===== src/rtl/lcd_vim828_pkg.sv =====
// Shared constants, types and helpers for the VIM-828 LCD receive-side decoder.
package lcd_vim828_pkg;

    localparam int unsigned NUM_COM   = 4;
    localparam int unsigned NUM_SEG   = 8;
    localparam int unsigned NUM_DIGIT = 4;
    localparam int unsigned LVL_W     = 2;

    localparam logic [LVL_W-1:0] LVL_0 = 2'd0;
    localparam logic [LVL_W-1:0] LVL_1 = 2'd1;
    localparam logic [LVL_W-1:0] LVL_2 = 2'd2;
    localparam logic [LVL_W-1:0] LVL_3 = 2'd3;

    // Digit bit written by the even / odd SEG line of a digit during COM slot k (index k).
    localparam logic [NUM_COM-1:0][2:0] EBIT = {3'd0, 3'd1, 3'd2, 3'd7};
    localparam logic [NUM_COM-1:0][2:0] OBIT = {3'd5, 3'd6, 3'd4, 3'd3};

    // One complete set of measured line levels for a window.
    typedef struct packed {
        logic [NUM_COM-1:0][LVL_W-1:0] com;
        logic [NUM_SEG-1:0][LVL_W-1:0] seg;
    } level_set_t;

    typedef logic [NUM_DIGIT-1:0][7:0] digits_t;

    // Map a high-sample count within a window of w samples onto one of four levels.
    function automatic logic [LVL_W-1:0] classify(input int unsigned n, input int unsigned w);
        logic [LVL_W-1:0] lvl;
        if (n < w / 6)
            lvl = LVL_0;
        else if (n < w / 2)
            lvl = LVL_1;
        else if (n < (5 * w) / 6)
            lvl = LVL_2;
        else
            lvl = LVL_3;
        return lvl;
    endfunction

endpackage


===== src/rtl/lcd_vim828_decoder_meter.sv =====
// Per-line level meter: synchronise one PWM line, count high samples, classify at window end.
module lcd_level_meter
    import lcd_vim828_pkg::*;
#(
    parameter int unsigned W = 24
) (
    input  logic             Clock,
    input  logic             Reset,
    input  logic             pwm,
    input  logic             win_end,
    output logic [LVL_W-1:0] level
);

    localparam int unsigned CNT_W = $clog2(W + 1);

    logic [1:0]       sync_q;
    logic [CNT_W-1:0] cnt;
    logic [CNT_W-1:0] n_c;

    // Two-flop synchroniser for the asynchronous PWM line.
    always_ff @(posedge Clock or negedge Reset) begin
        if (!Reset)
            sync_q <= '0;
        else
            sync_q <= {sync_q[0], pwm};
    end

    // Count including the current cycle's sample.
    assign n_c = cnt + CNT_W'(sync_q[1]);

    // Accumulate high samples; latch the classified level and restart at window end.
    always_ff @(posedge Clock or negedge Reset) begin
        if (!Reset) begin
            cnt   <= '0;
            level <= LVL_0;
        end else if (win_end) begin
            cnt   <= '0;
            level <= classify(32'(n_c), W);
        end else begin
            cnt   <= n_c;
        end
    end

endmodule


===== src/rtl/lcd_vim828_decoder.sv =====
// VIM-828 LCD receive-side decoder: recovers COM/SEG levels, identifies the active
// COM slot and rebuilds the four pgfedcba digit bytes.
module lcd_vim828_decoder
    import lcd_vim828_pkg::*;
#(
    parameter int unsigned PWM_PERIOD      = 3,
    parameter int unsigned MEASURE_PERIODS = 8
) (
    input  logic         Clock,
    input  logic         Reset,
    input  logic [3:0]   ComPWM_i,
    input  logic [7:0]   SegPWM_i,
    output logic [7:0]   Digit3_o,
    output logic [7:0]   Digit2_o,
    output logic [7:0]   Digit1_o,
    output logic [7:0]   Digit0_o,
    output logic         Valid_o,
    output logic         Error_o
);

    localparam int unsigned W    = PWM_PERIOD * MEASURE_PERIODS;
    localparam int unsigned WC_W = (W > 1) ? $clog2(W) : 1;

    logic [WC_W-1:0]               win_cnt;
    logic                          win_end_c;
    logic [NUM_COM-1:0][LVL_W-1:0] com_lvl;
    logic [NUM_SEG-1:0][LVL_W-1:0] seg_lvl;
    level_set_t                    cur_c;
    level_set_t                    prev_q;
    logic                          eval_q;
    logic                          act_q;
    logic                          stable_q;
    logic [NUM_COM-1:0]            mask_q;
    digits_t                       shadow_q;
    digits_t                       digits_q;

    logic [NUM_COM-1:0]            h_hit_c;
    logic [NUM_COM-1:0]            l_hit_c;
    logic                          seg_h_ok_c;
    logic                          seg_l_ok_c;
    logic [NUM_SEG-1:0]            seg_on_h_c;
    logic [NUM_SEG-1:0]            seg_on_l_c;
    logic [NUM_SEG-1:0]            seg_on_c;
    logic                          phase_h_c;
    logic                          phase_l_c;
    logic                          legal_c;
    logic [1:0]                    slot_c;
    logic                          cap_c;
    logic                          frame_done_c;
    logic [NUM_COM-1:0]            mask_nxt_c;
    digits_t                       shadow_nxt_c;

    // Free-running measurement window counter shared by all line meters.
    always_ff @(posedge Clock or negedge Reset) begin
        if (!Reset)
            win_cnt <= '0;
        else if (win_end_c)
            win_cnt <= '0;
        else
            win_cnt <= win_cnt + WC_W'(1);
    end

    assign win_end_c = (win_cnt == WC_W'(W - 1));

    for (genvar i = 0; i < NUM_COM; i++) begin : g_com
        lcd_level_meter #(.W(W)) u_meter (
            .Clock   (Clock),
            .Reset   (Reset),
            .pwm     (ComPWM_i[i]),
            .win_end (win_end_c),
            .level   (com_lvl[i])
        );
    end

    for (genvar i = 0; i < NUM_SEG; i++) begin : g_seg
        lcd_level_meter #(.W(W)) u_meter (
            .Clock   (Clock),
            .Reset   (Reset),
            .pwm     (SegPWM_i[i]),
            .win_end (win_end_c),
            .level   (seg_lvl[i])
        );
    end

    assign cur_c = {com_lvl, seg_lvl};

    // Compare each fresh level set with the previous window; act on the result one cycle later.
    always_ff @(posedge Clock or negedge Reset) begin
        if (!Reset) begin
            eval_q   <= 1'b0;
            act_q    <= 1'b0;
            stable_q <= 1'b0;
            prev_q   <= '0;
        end else begin
            eval_q <= win_end_c;
            act_q  <= eval_q;
            if (eval_q) begin
                stable_q <= (cur_c == prev_q);
                prev_q   <= cur_c;
            end
        end
    end

    // Pattern decode: find the selected COM slot and the on/off state of every SEG line.
    always_comb begin
        h_hit_c    = '0;
        l_hit_c    = '0;
        seg_h_ok_c = 1'b1;
        seg_l_ok_c = 1'b1;
        seg_on_h_c = '0;
        seg_on_l_c = '0;
        slot_c     = '0;
        for (int k = 0; k < NUM_COM; k++) begin
            h_hit_c[k] = (com_lvl[k] == LVL_3);
            l_hit_c[k] = (com_lvl[k] == LVL_0);
            for (int j = 0; j < NUM_COM; j++) begin
                if (j != k) begin
                    h_hit_c[k] = h_hit_c[k] & (com_lvl[j] == LVL_1);
                    l_hit_c[k] = l_hit_c[k] & (com_lvl[j] == LVL_2);
                end
            end
        end
        for (int s = 0; s < NUM_SEG; s++) begin
            seg_h_ok_c    = seg_h_ok_c & ((seg_lvl[s] == LVL_0) | (seg_lvl[s] == LVL_2));
            seg_l_ok_c    = seg_l_ok_c & ((seg_lvl[s] == LVL_3) | (seg_lvl[s] == LVL_1));
            seg_on_h_c[s] = (seg_lvl[s] == LVL_0);
            seg_on_l_c[s] = (seg_lvl[s] == LVL_3);
        end
        phase_h_c = (|h_hit_c) & seg_h_ok_c;
        phase_l_c = (|l_hit_c) & seg_l_ok_c;
        legal_c   = phase_h_c | phase_l_c;
        seg_on_c  = phase_h_c ? seg_on_h_c : seg_on_l_c;
        for (int k = 0; k < NUM_COM; k++) begin
            if (phase_h_c ? h_hit_c[k] : l_hit_c[k])
                slot_c = 2'(k);
        end
    end

    // Capture into the shadow digits and track which slots have been seen this frame.
    always_comb begin
        cap_c        = act_q & stable_q & legal_c;
        frame_done_c = (mask_q == '1);
        shadow_nxt_c = shadow_q;
        mask_nxt_c   = frame_done_c ? '0 : mask_q;
        if (cap_c) begin
            for (int d = 0; d < NUM_DIGIT; d++) begin
                shadow_nxt_c[d][EBIT[slot_c]] = seg_on_c[2*d];
                shadow_nxt_c[d][OBIT[slot_c]] = seg_on_c[2*d+1];
            end
            mask_nxt_c[slot_c] = 1'b1;
        end
    end

    // Shadow, mask, published digits and the Valid/Error strobes.
    always_ff @(posedge Clock or negedge Reset) begin
        if (!Reset) begin
            shadow_q <= '0;
            mask_q   <= '0;
            digits_q <= '0;
            Valid_o  <= 1'b0;
            Error_o  <= 1'b0;
        end else begin
            shadow_q <= shadow_nxt_c;
            mask_q   <= mask_nxt_c;
            Valid_o  <= frame_done_c;
            Error_o  <= act_q & stable_q & ~legal_c;
            if (frame_done_c)
                digits_q <= shadow_q;
        end
    end

    assign Digit3_o = digits_q[3];
    assign Digit2_o = digits_q[2];
    assign Digit1_o = digits_q[1];
    assign Digit0_o = digits_q[0];

endmodule


===== config.mk =====
export PLATFORM = sky130hd
export DESIGN_NAME = lcd_vim828_decoder
export DESIGN_NICKNAME = d
export VERILOG_FILES = /design/src/rtl/lcd_vim828_pkg.sv /design/src/rtl/lcd_vim828_decoder_meter.sv /design/src/rtl/lcd_vim828_decoder.sv
export SDC_FILE = /design/constraint.sdc
export NUM_CORES = 1
export LEC_CHECK = 0
export BUFFER_PORTS_ARGS = -buffer_cell sky130_fd_sc_hd__buf_2
export CORE_MARGIN = 2
export CORE_UTILIZATION = 40
export DETAILED_ROUTE_END_ITERATION = 16
export PLACE_DENSITY_LB_ADDON = 0.1
export REMOVE_ABC_BUFFERS = 1
export SLEW_MARGIN = 20
export SYNTH_ARGS = -nofsm -noshare
export SYNTH_HDL_FRONTEND = slang
export SYNTH_SLANG_ARGS = --single-unit

===== constraint.sdc =====
create_clock -name Clock -period 3.1 [get_ports Clock]
set_clock_uncertainty 0.15 [all_clocks]
set_input_delay 0.31 -clock Clock [delete_from_list [all_inputs] [get_ports Clock]]
set_output_delay 0.31 -clock Clock [all_outputs]
set_load 0.01 [all_outputs]

==> flow_metrics.py, run 1 <==
metrics = {
    "critical_path": {
        "worstPathArrival_ps": 3210,
        "r2r-end": "shadow_q[19]$_DFFE_PN0P_",
        "rr_worst_depth": 9,
        "end_kind": "flop",
        "start_kind": "flop",
        "crit_required_ps": 3360,
        "path_class": "reg2reg",
        "r2r_start": "g_com[2].u_meter.level[0]$_DFFE_PN0P_",
        "cp_max_fo": 6,
        "r2r_slack_ps": 150,
    },
    "cts": {
        "cts_num_sinks": 210,
        "clk-insertion-delay-late_ps": 530,
        "numCtsBuffers": 26,
        "cts.htree.levels": 1,
        "cts_tree": "yes",
        "clock_path_buffers": 3,
        "clock-root-buffer": "clkbuf_16",
        "path_clk_slew_ps": 60,
    },
    "min_path": {
        "worstHoldEndpoint": "g_seg[3].u_meter.sync_q[1]$_DFF_PN0_",
        "whs_path_depth": 0,
        "min_from": "g_seg[3].u_meter.sync_q[0]$_DFF_PN0_",
        "hold_path.class": "reg2reg",
    },
    "yosys": {
        "synth_commonest_cells": "210 x dfrtp_1, 180 x nand2_1, 87 x nor2_1",
        "synth_area_leaders": "dfrtp_1 51%, nand2_1 6.6%, mux2_2 5.4%",
        "yosysTopAreaCell": "dfrtp_1",
        "synth_top_flop_cell": "dfrtp_1",
        "syn_area_sq_um": 10240,
        "synth_edf_count": 0,
        "synth-seq-cells": 210,
        "synth-async-reset-ratio_pct": 100.0,
        "ys_seq_area_share_pct": 51.29,
        "synth.most_common_cell": "dfrtp_1",
        "synth_cell_types": 56,
        "syn_area_per_cell_sq_um": 9.946,
        "synth_warnings": 0,
        "syn_inst": 1030,
        "yosysTopAreaCellShare_pct": 51.29,
    },
    "placement": {
        "routabilityCongestion": 0.8087,
        "dpl.cell_count": 1374,
        "hpwl_mm": 14.50,
        "place_area_sq_um": 10940,
        "port_buffers": 47,
    },
    "sta": {
        "post-route-period-util_pct": 95.27,
        "relSlewSlack_pct": 33.30,
        "finalSetupViolCount": 0,
        "finalCriticalPeriod_ps": 2953,
        "hold_violations": 0,
        "rsz0062_at_grt": "false",
        "slew_viol_final": 0,
        "worst_pin_slew_ps": 999.4,
        "max_freq_mhz": 338.6,
    },
    "grt": {
        "grt_pass1_vias": 7106,
        "antenna_found_initial": 0,
        "grt_pass1_wl_mm": 37.01,
        "grt_max_degree": 80,
        "track_usage_pct": 16.89,
        "grt.overflow.total": 0,
    },
    "pwr": {
        "p_per_area_nw_per_um2": 678.3,
        "peakVddDrop_mv": 0.4557,
        "leakage_nw": 5.685,
    },
    "routing": {
        "vias": 7336,
        "viasPerCell": 5.109,
        "drt_iter0_markers": 388,
        "dr.pass1.iters": 5,
        "wire_per_inst_um": 15.26,
        "routed_wl_mm": 21.91,
        "drtAntennaViolNets": 0,
        "drc": 0,
    },
    "floorplanning": {
        "io_pins": 48,
        "chipHeight_um": 164.0,
        "start_util_pct": 40.68,
        "dieArea_sq_um": 26910,
        "core_area_sq_um": 25180,
        "num_rows": 58,
        "die_x_um": 164.0,
    },
    "flow_run": {
        "drv_cap": 0,
    },
    "outcome": {
        "status": "completed",
    },
    "layout": {
        "diodes": 0,
        "fillers": 2388,
        "nets": 1136,
        "drive_gt1_share_pct": 18.81,
        "areaGrowthSynthToFinish_pct": 17.43,
        "final_area_sq_um": 12030,
        "finalNonFillerCells": 1436,
    },
}
==> placed cells by master, fill, tap and decap left out, drive strengths merged, types with 7 or more instances in the layout <==
| cell | n |
|---|---|
| dlygate4sd3 | 13 |
| and2 | 26 |
| mux2 | 50 |
| xor2 | 43 |
| nor4 | 18 |
| a31oi | 8 |
| buf | 92 |
| o22a | 10 |
| nand4 | 11 |
| a22o | 7 |
| o2bb2ai | 8 |
| clkbuf | 37 |
| o31ai | 26 |
| a311oi | 8 |
| o21ai | 38 |
| nand2 | 180 |
| a21oi | 40 |
| nor2 | 88 |
| nand3b | 7 |
| ha | 33 |
| xnor2 | 23 |
| nand3 | 57 |
| inv | 8 |
| dfrtp | 210 |
| nor3 | 8 |
==> state kept, by name, summed over array words and instances, names as in the netlist <==
| register | count |
|---|---|
| act_q | 1 |
| Digit2_o | 8 |
| g_com.u_meter.cnt | 20 |
| stable_q | 1 |
| g_seg.u_meter.level | 16 |
| Valid_o | 1 |
| eval_q | 1 |
| g_seg.u_meter.cnt | 40 |
| g_seg.u_meter.sync_q | 16 |
| Error_o | 1 |
| shadow_q | 32 |
| prev_q | 24 |
| Digit0_o | 8 |
| Digit1_o | 8 |
| g_com.u_meter.sync_q | 8 |
| Digit3_o | 8 |
| mask_q | 4 |
| g_com.u_meter.level | 8 |
| win_cnt | 5 |
==> repair_timing <==
action | CTS | global route
gates resized for setup | 0 | 15
setup endpoints to repair | 0 | 17
hold buffers | 13 | 0
setup buffers | 0 | 4
hold endpoints to repair | 89 | 0
==> critical path: stages, from the launching register on <==
cell,delay (ps)
dfrtp_1,370
or4_4,590
or3b_2,480
o21ai_1,130
inv_1,120
buf_4,160
ha_1,200
o2111a_2,190
a22o_1,190
mux2_2,260
==> where the power goes <==
group	switching, mW	internal [mW]
combinational	0.920	0.789
sequential	0.349	3.08
clock	1.14	1.88
total	2.40	5.76
==> area by class of cell <==
type	count	area, sq um	share of cell area [%]
flip-flops and latches	210	5256	43.69
multi-input cells	739	4745	39.44
repair buffers	105	738.2	6.136
clock buffers	37	733.2	6.095
well taps	330	412.9	3.432
clock inverters	8	118.9	0.9880
inverters	7	26.28	0.2184
==> per-layer routing <==
layer / vias to the layer above / global-route usage, % / share of wire (%)
met5: - / 0 / 0
met4: 0 / 4.585 / 2.1
met3: 35 / 2.727 / 3.4
met2: 102 / 27.60 / 47
met1: 3508 / 23.35 / 48
li1: 3691 / - / -
==> metrics by stage <==
stage | util, % | power, mW | hold slack (ps) | setup slack (ps) | TNS (ps)
floorplan | - | 4.354 | -135.6 | -415.4 | -21200
global placement | 43.46 | 5.132 | 182.1 | 149.8 | 0
detailed placement | 43.46 | 5.140 | 184.7 | 68.51 | 0
CTS | 47.36 | 8.243 | 197.4 | 74.32 | 0
global route | 47.77 | 8.596 | 204.6 | 7.343 | 0
finish | 47.77 | 8.160 | 194.3 | 146.6 | 0
==> how the worst max path moves through the flow <==
stage	slack [ps]	depth (start not counted)	end	start
global route	7	10	shadow_q[25]$_DFFE_PN0P_	g_com[2].u_meter.level[0]$_DFFE_PN0P_
CTS	70	8	shadow_q[2]$_DFFE_PN0P_	g_com[2].u_meter.level[0]$_DFFE_PN0P_
global placement	150	10	shadow_q[17]$_DFFE_PN0P_	g_com[2].u_meter.level[0]$_DFFE_PN0P_
floorplan	-420	10	shadow_q[17]$_DFFE_PN0P_	g_com[1].u_meter.level[1]$_DFFE_PN0P_
detailed placement	70	8	shadow_q[2]$_DFFE_PN0P_	g_com[2].u_meter.level[0]$_DFFE_PN0P_
finish	150	9	shadow_q[19]$_DFFE_PN0P_	g_com[2].u_meter.level[0]$_DFFE_PN0P_
==> cells by family (layout without fill, tap and decap cells) <==
group | after synthesis | count (layout) | share of synthesized area (%)
flops | 210 | 210 | 51.29
simple gates | 425 | 425 | 19.28
compound gates | 162 | 162 | 10.74
buf+inv | 81 | 157 | 3.102
mux | 53 | 53 | 5.911
fa+ha+maj | 33 | 33 | 4.030
xor+xnor | 66 | 66 | 5.642
(Power assumes the default switching activity.)
==> run 2: changes to the inputs <==
--- a/config.mk
+++ b/config.mk
@@ -7,4 +7,5 @@
 export LEC_CHECK = 0
 export BUFFER_PORTS_ARGS = -buffer_cell sky130_fd_sc_hd__buf_2
+export CAP_MARGIN = 20
 export CORE_MARGIN = 2
 export CORE_UTILIZATION = 40
==> constraint.sdc (replaced) <==
create_clock -name Clock -period 3.1 [get_ports Clock]
set_clock_uncertainty 0.15 [all_clocks]
set_input_delay 0.62 -clock Clock [delete_from_list [all_inputs] [get_ports Clock]]
set_output_delay 0.62 -clock Clock [all_outputs]
set_load 0.01 [all_outputs]
==> run 2 against run 1 <==
Net effect: sequential power barely moved; combinational power fell by 2%; count of clock-buffer cells in the layout down 1; first-iteration DRC count up 22%; register-to-register slack better by 20 ps; setup slack better by 21 ps; utilization decreased by 0.64 points; flip-flop and latch count is the same; global-route usage increased by 0.12 points; design area down 1.3%; maximum frequency is 0.73% higher; routed wire length up 0.58%; critical path type unchanged; largest cell class unchanged; highest routed layer unchanged.
==> flow_metrics.py, run 2 (synthesized netlist as in run 1, its figures left out) <==
metrics = {
    "outcome": {
        "status": "completed",
    },
    "sta": {
        "rsz0062_at_grt": "false",
        "hold_violations": 0,
        "post-route-period-util_pct": 94.58,
        "worst_pin_slew_ps": 946.4,
        "finalSetupViolCount": 0,
        "finalCriticalPeriod_ps": 2932,
        "worst_slack_ps": 168.0,
        "relSlewSlack_pct": 36.84,
        "slew_viol_final": 0,
        "max_freq_mhz": 341.1,
        "holdWs_ps": 56.91,
        "tns_ps": 0,
    },
    "min_path": {
        "hold_path.class": "in2reg",
        "min_from": "SegPWM_i[1]",
    },
    "placement": {
        "hpwl_mm": 14.88,
        "place_ws_ps": 160.8,
        "dpl.cell_count": 1379,
        "routabilityCongestion": 0.8295,
        "port_buffers": 47,
    },
    "pwr": {
        "leakage_nw": 5.626,
        "p_per_area_nw_per_um2": 680.0,
        "peakVddDrop_mv": 0.3418,
    },
    "routing": {
        "routed_wl_mm": 22.04,
        "drt_iter0_markers": 472,
        "dr.pass1.iters": 6,
        "drtAntennaViolNets": 0,
        "drc": 0,
        "wire_per_inst_um": 15.50,
        "vias": 7290,
        "viasPerCell": 5.127,
    },
    "cts": {
        "numCtsBuffers": 24,
        "clock_path_buffers": 3,
        "cts_num_sinks": 210,
        "cts_tree": "yes",
        "path_clk_slew_ps": 60,
        "clk-insertion-delay-late_ps": 520,
        "post_cts_buffers": 0,
        "cts.htree.levels": 1,
        "clock-root-buffer": "clkbuf_16",
    },
    "flow_run": {
        "drv_cap": 0,
    },
    "critical_path": {
        "r2r_start": "g_com[2].u_meter.level[0]$_DFFE_PN0P_",
        "start_kind": "flop",
        "crit_required_ps": 3390,
        "end_kind": "flop",
        "cp_max_fo": 7,
        "worstPathArrival_ps": 3230,
        "path_class": "reg2reg",
        "crit_start": "g_com[2].u_meter.level[0]$_DFFE_PN0P_",
    },
    "layout": {
        "diodes": 0,
        "drive_gt1_share_pct": 18.96,
        "largest-register": "g_seg.u_meter.cnt",
        "layout_commonest_cell": "dfrtp_1",
        "nets": 1123,
        "fin_util_pct": 47.14,
        "largest_reg_flops": 40,
        "layout_common_cells": "208 x dfrtp_1, 180 x nand2_1, 86 x nor2_1",
        "finalNonFillerCells": 1422,
        "reg_top3": "g_seg.u_meter.cnt x40, shadow_q x32, prev_q x24",
        "areaGrowthSynthToFinish_pct": 15.86,
    },
    "floorplanning": {
        "core_area_sq_um": 25180,
        "start_util_pct": 40.68,
        "num_rows": 58,
        "die_x_um": 164.0,
        "io_pins": 48,
        "dieArea_sq_um": 26910,
        "chipHeight_um": 164.0,
    },
    "grt": {
        "grt_pass1_vias": 6982,
        "grt_max_degree": 71,
        "grt.overflow.total": 0,
        "track_usage_pct": 17.01,
        "grt_pass1_wl_mm": 37.20,
        "antenna_found_initial": 0,
    },
}
## run 2: cell types whose count changed in the layout (fill, tap and decap cells not counted), sizes merged
cell / change
inv: -1
clkbuf: -1
clkinv: -1
dlygate4sd3: -12
clkinvlp: +1
bufinv: -1
buf: +1
## run 2: critical path: stages (launching register included)
cell,delay [ps]
dfrtp_1,370
or4_4,550
or3b_2,470
o21ai_1,130
inv_1,90
buf_4,150
ha_1,270
inv_1,130
o2111a_2,280
a22o_1,140
mux2_2,130
## run 2: final timing paths
| kind | endpoint | slack (ps) | depth (start not counted) |
|---|---|---|---|
| max in group asynchronous | win_cnt[4]$_DFF_PN0_ | 1610 | 3 |
| min in group asynchronous | Digit0_o[1]$_DFFE_PN0P_ | 530 | 2 |
| max | shadow_q[19]$_DFFE_PN0P_ | 170 | 10 |
| max reg2reg | shadow_q[19]$_DFFE_PN0P_ | 170 | 10 |
| min | g_seg[1].u_meter.sync_q[0]$_DFF_PN0_ | 60 | 1 |
| min reg2reg | g_com[3].u_meter.sync_q[1]$_DFF_PN0_ | 200 | 0 |
## run 2: area by class of cell
type                    count  area (sq um)
inverters                   7         26.28
clock inverters             6         82.58
repair buffers             94         625.6
multi-input cells         739          4708
clock buffers              36         757.0
well taps                 330         412.9
fillers                  2372         13310
flip-flops and latches    210          5258
## run 2: stage by stage
stage	area, sq um	power, mW
after CTS	11830	8.174
after global routing	11870	8.524
after detailed placement	10980	5.158
after floorplan	9953	4.354
after global placement	10980	5.144
final	11870	8.072
## run 2: where the power goes
part | internal, mW | switching, mW | total (mW)
sequential | 3.08 | 0.353 | 3.44
clock | 1.84 | 1.12 | 2.96
combinational | 0.766 | 0.907 | 1.67
total | 5.69 | 2.38 | 8.07
## run 2: layer usage
metal / wire length [um] / track usage [%] / part of all wire (%) / vias to the layer above
met5: 0 / 0 / 0 / -
met4: 532 / 4.585 / 2.4 / 0
met3: 681 / 2.626 / 3.1 / 33
met2: 10350 / 27.94 / 47 / 99
met1: 10470 / 23.50 / 48 / 3498
li1: - / - / - / 3660
## run 2: timing repair
item / in CTS / in global routing
hold buffers: 1 / 0
resized for setup: 0 / 11
hold endpoints to repair: 63 / 0
setup endpoints to repair: 0 / 17
==> run 3: changes to the inputs <==
- BUFFER_PORTS_ARGS: -buffer_cell sky130_fd_sc_hd__buf_2 -> -buffer_cell sky130_fd_sc_hd__buf_4
==> run 3 against run 2 <==
Net effect: combinational power barely moved; die area is the same; first-iteration DRC count down 18%; hold slack gained 7.7 ps; via count is 0.80% higher; non-clock buffer count down 2; count of clock-buffer cells in the layout grew 1; routed wire length fell by 1.2%; sequential power barely moved; final cell count shrank 0.21%; maximum frequency is 0.91% lower; critical path depth down 2; critical path type unchanged; critical endpoint is now shadow_q[22]$_DFFE_PN0P_; largest cell class unchanged; largest power group unchanged; highest routed layer unchanged.
==> flow_metrics.py, run 3 (synthesized netlist as in run 1, its figures left out) <==
metrics = {
    "outcome": {
        "status": "completed",
    },
    "sta": {
        "relSlewSlack_pct": 35.91,
        "finalCriticalPeriod_ps": 2959,
        "finalSetupViolCount": 0,
        "worst_slack_ps": 141.0,
        "hold_violations": 0,
        "holdWs_ps": 64.59,
        "post-route-period-util_pct": 95.45,
        "tns_ps": 0,
        "max_freq_mhz": 338.0,
        "slew_viol_final": 0,
        "worst_pin_slew_ps": 960.3,
    },
    "critical_path": {
        "worstPathArrival_ps": 3200,
        "cp_max_fo": 8,
        "cp_slowest_cell": "or4_4",
        "path_class": "reg2reg",
        "crit_family": "simple AND/OR/NAND/NOR gates",
        "path_buf_inv": 1,
        "max_stage_delay_ps": 590,
        "crit_chain": "or4_4, or3b_2, o21ai_2, buf_4, ha_1, nand3_1, nor2_2, mux2_2",
        "start_kind": "flop",
        "crit_required_ps": 3340,
        "end_kind": "flop",
    },
    "pwr": {
        "peakVddDrop_mv": 0.2954,
        "p_per_area_nw_per_um2": 668.2,
        "leakage_nw": 5.617,
    },
    "grt": {
        "track_usage_pct": 17.06,
        "antenna_found_initial": 0,
        "grt_max_degree": 79,
        "grt_pass1_wl_mm": 37.55,
        "grt.overflow.total": 0,
        "grt_pass1_vias": 7230,
    },
    "cts": {
        "numCtsBuffers": 24,
        "path_clk_slew_ps": 60,
        "clock_path_buffers": 3,
        "cts_num_sinks": 210,
        "cts.htree.levels": 1,
        "cts_tree": "yes",
        "clk-insertion-delay-late_ps": 510,
        "clock-root-buffer": "clkbuf_16",
    },
    "layout": {
        "largest_reg_flops": 40,
        "multi_input_area_sq_um": 4731,
        "reg_top3": "g_seg.u_meter.cnt x40, shadow_q x32, prev_q x24",
        "layout_common_cells": "210 x dfrtp_1, 180 x nand2_1, 88 x buf_4",
        "diodes": 0,
        "fillers": 2404,
        "seqCellArea_sq_um": 5255,
        "areaGrowthSynthToFinish_pct": 16.66,
        "drive_gt1_share_pct": 18.46,
        "finalNonFillerCells": 1419,
        "largest-register": "g_seg.u_meter.cnt",
        "nets": 1121,
        "layout_commonest_cell": "dfrtp_1",
    },
    "routing": {
        "drtAntennaViolNets": 0,
        "vias": 7348,
        "viasPerCell": 5.178,
        "wire_per_inst_um": 15.35,
        "dr.pass1.iters": 4,
        "routed_wl_mm": 21.78,
        "drc": 0,
        "drt_iter0_markers": 389,
    },
    "floorplanning": {
        "die_x_um": 164.0,
        "dieArea_sq_um": 26910,
        "core_area_sq_um": 25180,
        "num_rows": 58,
        "chipHeight_um": 164.0,
        "start_util_pct": 40.68,
        "io_pins": 48,
    },
    "placement": {
        "dpl.cell_count": 1376,
        "place_ws_ps": 70.62,
        "hpwl_mm": 14.90,
        "port_buffers": 47,
        "routabilityCongestion": 0.8059,
    },
    "min_path": {
        "hold_path.class": "in2reg",
    },
    "flow_run": {
        "drv_cap": 0,
    },
}
-- run 3: path summary, 6_finish.rpt --
kind | startpoint | endpoint | slack (ps) | cells after the start
min | SegPWM_i[5] | g_seg[5].u_meter.sync_q[0]$_DFF_PN0_ | 60 | 1
min in group asynchronous | Reset | Digit2_o[5]$_DFFE_PN0P_ | 530 | 2
max | g_com[3].u_meter.level[0]$_DFFE_PN0P_ | shadow_q[22]$_DFFE_PN0P_ | 140 | 8
min reg2reg | g_com[3].u_meter.sync_q[0]$_DFF_PN0_ | g_com[3].u_meter.sync_q[1]$_DFF_PN0_ | 190 | 0
max in group asynchronous | Reset | shadow_q[31]$_DFFE_PN0P_ | 1470 | 3
max reg2reg | g_com[3].u_meter.level[0]$_DFFE_PN0P_ | shadow_q[22]$_DFFE_PN0P_ | 140 | 8
-- run 3: area by class of cell --
type / count / area share, %
multi-input cells: 739 / 39.58
well taps: 330 / 3.455
repair buffers: 92 / 6.072
clock buffers: 37 / 6.114
inverters: 7 / 0.2198
flip-flops and latches: 210 / 43.97
clock inverters: 4 / 0.5863
-- run 3: power breakdown --
part	switching, mW	leakage [nW]	total (mW)	internal [mW]
registers	0.364	2.75	3.44	3.08
logic	0.901	2.48	1.69	0.786
clock network	1.08	0.394	2.85	1.77
-- run 3: what timing repair did --
item | in CTS | in global routing
hold buffers | 1 | 0
setup endpoints to repair | 0 | 22
resized for setup | 0 | 13
endpoints found under the hold margin | 73 | 0
setup buffers | 0 | 1
-- run 3: layer usage --
layer	track usage, %	vias up	wire, um
met2	27.48	134	10130
met3	2.500	36	771
met5	0	-	0
li1	-	3663	-
met4	4.825	0	517
met1	24.03	3515	10360
-- run 3: stage by stage --
| step | total power, mW | cell area [sq um] | util (%) |
|---|---|---|---|
| finish | 7.985 | 11950 | 47.46 |
| global route | 8.429 | 11950 | 47.46 |
| CTS | 8.071 | 11890 | 47.20 |
| detailed placement | 5.145 | 11070 | 43.98 |
| global placement | 5.127 | 11070 | 43.98 |
| floorplan | 4.354 | 9953 | - |
